$ cat src/rtl/mem_rd_pkg.sv
// Shared constants, FSM state type and helpers for the memory scan reader.
package mem_rd_pkg;

  localparam int unsigned ADDR_W = 4;
  localparam int unsigned DATA_W = 8;
  localparam int unsigned SUM_W  = 12;
  localparam int unsigned DEPTH  = 1 << ADDR_W;

  typedef enum logic [1:0] {
    IDLE,
    SCAN,
    DONE
  } state_t;

  // Requested lengths beyond the memory depth read every word exactly once.
  function automatic logic [ADDR_W:0] sat_len(input logic [ADDR_W:0] l);
    logic [ADDR_W:0] depth_v;
    depth_v = (ADDR_W+1)'(DEPTH);
    return (l > depth_v) ? depth_v : l;
  endfunction

  // Number of words a single fetch takes from the remaining count (0, 1 or 2).
  function automatic logic [ADDR_W:0] fetch_amt(input logic [ADDR_W:0] r);
    logic [ADDR_W:0] two_v;
    two_v = (ADDR_W+1)'(2);
    return (r >= two_v) ? two_v : r;
  endfunction

endpackage

$ cat src/rtl/mem_rd_buf.sv
// Two-entry shift buffer between the dual read ports and the byte stream.
// Head is always slot0; a pop shifts slot1 down.
module mem_rd_buf
  import mem_rd_pkg::*;
(
  input  logic              clk,
  input  logic              reset,
  input  logic              load,
  input  logic              load_two,
  input  logic              pop,
  input  logic [DATA_W-1:0] d0,
  input  logic [DATA_W-1:0] d1,
  output logic [1:0]        cnt,
  output logic [DATA_W-1:0] head
);

  logic [DATA_W-1:0] slot0;
  logic [DATA_W-1:0] slot1;

  // Buffer contents: load wins over pop because a load is only issued when
  // the buffer is empty once this cycle's pop (if any) is taken into account.
  always_ff @(posedge clk) begin
    if (reset) begin
      cnt   <= '0;
      slot0 <= '0;
      slot1 <= '0;
    end else if (load) begin
      slot0 <= d0;
      if (load_two) begin
        slot1 <= d1;
      end
      cnt <= load_two ? 2'd2 : 2'd1;
    end else if (pop && (cnt != 2'd0)) begin
      slot0 <= slot1;
      cnt   <= cnt - 2'd1;
    end
  end

  assign head = slot0;

endmodule

$ cat src/rtl/mem_scan_reader.sv
// Scans [base, base+len) mod 16 of the main memory through both async read
// ports, two bytes per fetch, and streams the bytes out on valid/ready while
// accumulating their sum.
module mem_scan_reader
  import mem_rd_pkg::*;
(
  input  logic              clk,
  input  logic              reset,
  input  logic              start,
  input  logic [ADDR_W-1:0] base,
  input  logic [ADDR_W:0]   len,
  output logic [ADDR_W-1:0] rd_addr0,
  output logic [ADDR_W-1:0] rd_addr1,
  input  logic [DATA_W-1:0] rd_data0,
  input  logic [DATA_W-1:0] rd_data1,
  output logic              m_valid,
  input  logic              m_ready,
  output logic [DATA_W-1:0] m_data,
  output logic              m_last,
  output logic              busy,
  output logic              done,
  output logic [SUM_W-1:0]  sum
);

  state_t            state;
  state_t            state_nxt;
  logic [ADDR_W-1:0] ptr;
  logic [ADDR_W:0]   rem;
  logic [ADDR_W:0]   len_sat;
  logic [SUM_W-1:0]  sum_q;
  logic [1:0]        cnt;
  logic [DATA_W-1:0] head;
  logic              start_ok;
  logic              hs;
  logic              fetch;
  logic              take_two;
  logic              final_hs;

  assign len_sat  = sat_len(len);
  assign start_ok = (state == IDLE) && start;
  assign m_valid  = (cnt != 2'd0);
  assign hs       = m_valid && m_ready;
  assign m_last   = (rem == '0) && (cnt == 2'd1);
  assign final_hs = hs && m_last;
  assign take_two = (rem >= (ADDR_W+1)'(2));

  // Refill only when the buffer will be empty after this cycle's pop, so a
  // single-entry buffer being drained is topped up without a bubble.
  assign fetch = (state == SCAN) && (rem != '0) &&
                 ((cnt == 2'd0) || ((cnt == 2'd1) && hs));

  assign rd_addr0 = ptr;
  assign rd_addr1 = ptr + ADDR_W'(1);
  assign m_data   = head;
  assign sum      = sum_q;

  mem_rd_buf u_buf (
    .clk      (clk),
    .reset    (reset),
    .load     (fetch),
    .load_two (take_two),
    .pop      (hs),
    .d0       (rd_data0),
    .d1       (rd_data1),
    .cnt      (cnt),
    .head     (head)
  );

  // State register.
  always_ff @(posedge clk) begin
    if (reset) begin
      state <= IDLE;
    end else begin
      state <= state_nxt;
    end
  end

  // Next-state logic: an empty scan goes straight to DONE.
  always_comb begin
    state_nxt = state;
    unique case (state)
      IDLE: begin
        if (start) begin
          state_nxt = (len_sat == '0) ? DONE : SCAN;
        end
      end
      SCAN: begin
        if (final_hs) begin
          state_nxt = DONE;
        end
      end
      DONE:    state_nxt = IDLE;
      default: state_nxt = IDLE;
    endcase
  end

  // State-decoded status outputs.
  always_comb begin
    busy = 1'b0;
    done = 1'b0;
    unique case (state)
      SCAN:    busy = 1'b1;
      DONE:    done = 1'b1;
      default: ;
    endcase
  end

  // Address pointer, remaining count and byte accumulator.
  always_ff @(posedge clk) begin
    if (reset) begin
      ptr   <= '0;
      rem   <= '0;
      sum_q <= '0;
    end else if (start_ok) begin
      ptr   <= base;
      rem   <= len_sat;
      sum_q <= '0;
    end else begin
      if (fetch) begin
        ptr <= ptr + ADDR_W'(2);
        rem <= rem - fetch_amt(rem);
      end
      if (hs) begin
        sum_q <= sum_q + SUM_W'(head);
      end
    end
  end

endmodule

$ cat config.mk
export PLATFORM = sky130hd
export DESIGN_NAME = mem_scan_reader
export DESIGN_NICKNAME = d
export VERILOG_FILES = /design/src/rtl/mem_rd_pkg.sv /design/src/rtl/mem_rd_buf.sv /design/src/rtl/mem_scan_reader.sv
export SDC_FILE = /design/constraint.sdc
export NUM_CORES = 1
export LEC_CHECK = 0
export ABC_AREA = 1
export BUFFER_PORTS_ARGS = -buffer_cell sky130_fd_sc_hd__buf_2
export CAP_MARGIN = 10
export CORE_ASPECT_RATIO = 0.75
export CORE_MARGIN = 5
export CORE_UTILIZATION = 53
export CTS_CLUSTER_DIAMETER = 80
export CTS_CLUSTER_SIZE = 40
export DETAILED_ROUTE_END_ITERATION = 12
export PLACE_DENSITY = 0.8
export SKIP_CTS_REPAIR_TIMING = 1
export SYNTH_ARGS = -nofsm -noshare
export SYNTH_HDL_FRONTEND = slang
export SYNTH_SLANG_ARGS = --single-unit
$ cat constraint.sdc
create_clock -name clk -period 2.3 [get_ports clk]
set_input_delay 0.575 -clock clk [delete_from_list [all_inputs] [get_ports clk]]
set_output_delay 0.575 -clock clk [all_outputs]
set_load 0.02 [all_outputs]
==> out/results.ini <==
[run_status]
status=finished, final reports clean

[synthesis]
synth.most_common_cell=nand2_1
yosys_warnings=0
async_flop_share_pct=0
ys_top_cells_by_count=nand2_1 (76), nor2_1 (53), dfxtp_1 (41), inv_1 (37), o21ai_0 (28)
synth_ff_type=dfxtp_1
synth_area_leader_cell=dfxtp_1
ys_ff_latch=41
synth_edf_count=0
ys_types=32
synth.area.top_cells=dfxtp_1 (35%), nand2_1 (12%), nor2_1 (8.5%)
avgSynthCellArea_um2=6.862
syn-num-nets=386
ys_seq_area_share_pct=34.88
synth_top_area_share_pct=34.88
synth_cells=343
syn_area_mm2=0.002354

[clocking]
cts_tree=done
cts_inserted_buffers=5
cts_num_sinks=41
worstSkewPairLatency_ps=300
clockBufferDepth=2
htree_levels=2
clk_pin_slew_ps=70
cts_root_buffer=clkbuf_8

[floorplanning]
initial_core_util_pct=53.64
coreArea_mm2=0.004388
die_y_um=67.71
io_pins=61
die_w_um=86.95
row_count=21
die_area_mm2=0.005887

[final_layout]
multi_input_area_mm2=0.001338
final_nets=447
seqCellArea_um2=820.8
drive_gt1_share_pct=20.00
nFillCells=408
syn2layout_area_growth_pct=18.50
diodes=0

[route]
vias=2350
antenna_left=0
drt_first_pass_iters=4
drt_iter0_drc=140
wirelength_um=5623
wl_per_cell_um=12.17
post_drt_via_cell_ratio=5.087
post-route-drc-count=0

[worst_setup_path]
worstSetupEndpointType=output pin
worstPathRequired_ps=1730
r2r_slack_ps=390
crit_path_start_kind=flop
critPathMaxFanout=4
r2r_end=u_buf.slot1[3]$_SDFFE_PP0P_
path_class=flop to output pin
arrival_ps=1350
worstSetupStartpoint=rd_addr0[1]$_SDFFE_PP0N_
r2r-start=u_buf.cnt[0]$_SDFFE_PP0P_
crit_path_end=rd_addr1[3]
r2r.worst_path.cells=7

[grt]
grt_usage_pct=20.38
grt_pass1_wl_um=9287
use_met1_pct=26.97
grt_pass1_vias=2096
grt_max_degree=25
busiest_layer=met2
grt_overflow=0
antenna_found_initial=0
met3_usage_pct=4.146
grtUsageMet2_pct=31.72

[timing]
rsz0062_at_grt=no
relSlewSlack_pct=58.29
tightest_slew_ps=625.0
hold_viol_final=0
finalWorstSetupSlack_ps=372.4
hold_slack_ps=486.1
fmax_mhz=518.8
finalCritPeriodShare_pct=83.81
drv_slew=0
fin_crit_ps=1928
finalSetupViolCount=0
clock_skew_ps=4.133
fin_setup_tns_ps=0

[placement]
numPortBuffers=60
hpwl_um=4298
dp_slack_ps=336.1
place_congestion=0.8637

[power]
power_leakage_nw=1.430
ir_drop_mv=0.5264
power.total_mw=2.926
power.density_mw_per_mm2=1049

[job]
cap_violations=0

[worst_hold_path]
hp-class=flop to flop
hold_depth=2

==> worst max-delay path: stages (launching register included) <==
cell     delay, ps
dfxtp_1        400
ha_1           190
xor2_1         180
nand2_1         70
nand2_1         50
buf_2          150
==> area by class of cell <==
class                   instances  area share (%)
clock inverters                 1          0.1795
multi-input cells             255           47.96
inverters                      40           5.384
repair buffers                 61           11.04
clock buffers                   7           3.454
well taps                      57           2.557
flip-flops and latches         41           29.43
==> how the worst min path moves through the flow <==
stage | startpoint | end | slack, ps
global route | rem[0]$_SDFFE_PP0N_ | rem[0]$_SDFFE_PP0N_ | 500
finish | u_buf.slot1[0]$_SDFFE_PP0P_ | u_buf.slot1[0]$_SDFFE_PP0P_ | 490
floorplan | rem[0]$_SDFFE_PP0N_ | rem[0]$_SDFFE_PP0N_ | 450
detailed placement | u_buf.slot1[0]$_SDFFE_PP0P_ | u_buf.slot1[0]$_SDFFE_PP0P_ | 470
global placement | sum[9]$_SDFFE_PP0P_ | sum[9]$_SDFFE_PP0P_ | 460
CTS | sum[9]$_SDFFE_PP0P_ | sum[9]$_SDFFE_PP0P_ | 490
==> where the power goes <==
part           leakage [nW]  internal [mW]  switching (mW)
sequential            0.335          0.878           0.134
combinational          1.04          0.489           0.901
clock                0.0542          0.271           0.253
total                  1.43           1.64            1.29
==> cells by family after synthesis <==
logic type	after synthesis	synth area share [%]
flip-flops	41	34.88
buffers and inverters	47	8.293
other	1	0.1593
AO/OA/AOI/OAI	61	13.72
multiplexers	1	0.4253
XOR/XNOR	6	2.233
adder cells (fa/ha/maj)	14	7.762
AND/OR/NAND/NOR	172	32.54
==> per-layer routing <==
layer | vias to the layer above | wire length (um)
li1 | 1226 | -
met1 | 1062 | 2714
met2 | 56 | 2474
met3 | 6 | 364
met4 | 0 | 70
met5 | - | 0
==> stage by stage <==
stage                     util [%]  cell area [um^2]  instances
after floorplan                  -              2354        343
after global placement       61.25              2688        454
after detailed placement     61.25              2688        454
after CTS                    63.56              2789        462
after global routing         63.56              2789        462
final                        63.56              2789        462
==> registers in the layout, indices dropped and copies added, names as in the netlist <==
| register | cells |
|---|---|
| rem | 5 |
| state | 2 |
| u_buf.cnt | 2 |
| sum | 12 |
| u_buf.slot1 | 8 |
| rd_addr0 | 4 |
| u_buf.head | 8 |
==> cells in the final DEF (no fill, tap or decap), drive strengths merged <==
cell type  synthesis  routed
nand4              1       1
o21bai             1       1
fa                 1       1
nor3b              1       1
clkbuf             1       7
conb               1       1
or2                1       1
a21boi             1       1
inv               40      40
and3               8       8
clkinv             0       1
o21ai             30      30
dfxtp             41      41
nand2             78      78
o2111ai            1       1
nand3             27      27
a31oi              2       2
ha                13      13
buf                6      61
mux2i              1       1
xor2               6       6
nor2              56      56
a21o               2       2
o22ai              1       1
a21oi             23      23
Note: power is estimated with default switching activity, not from simulation.
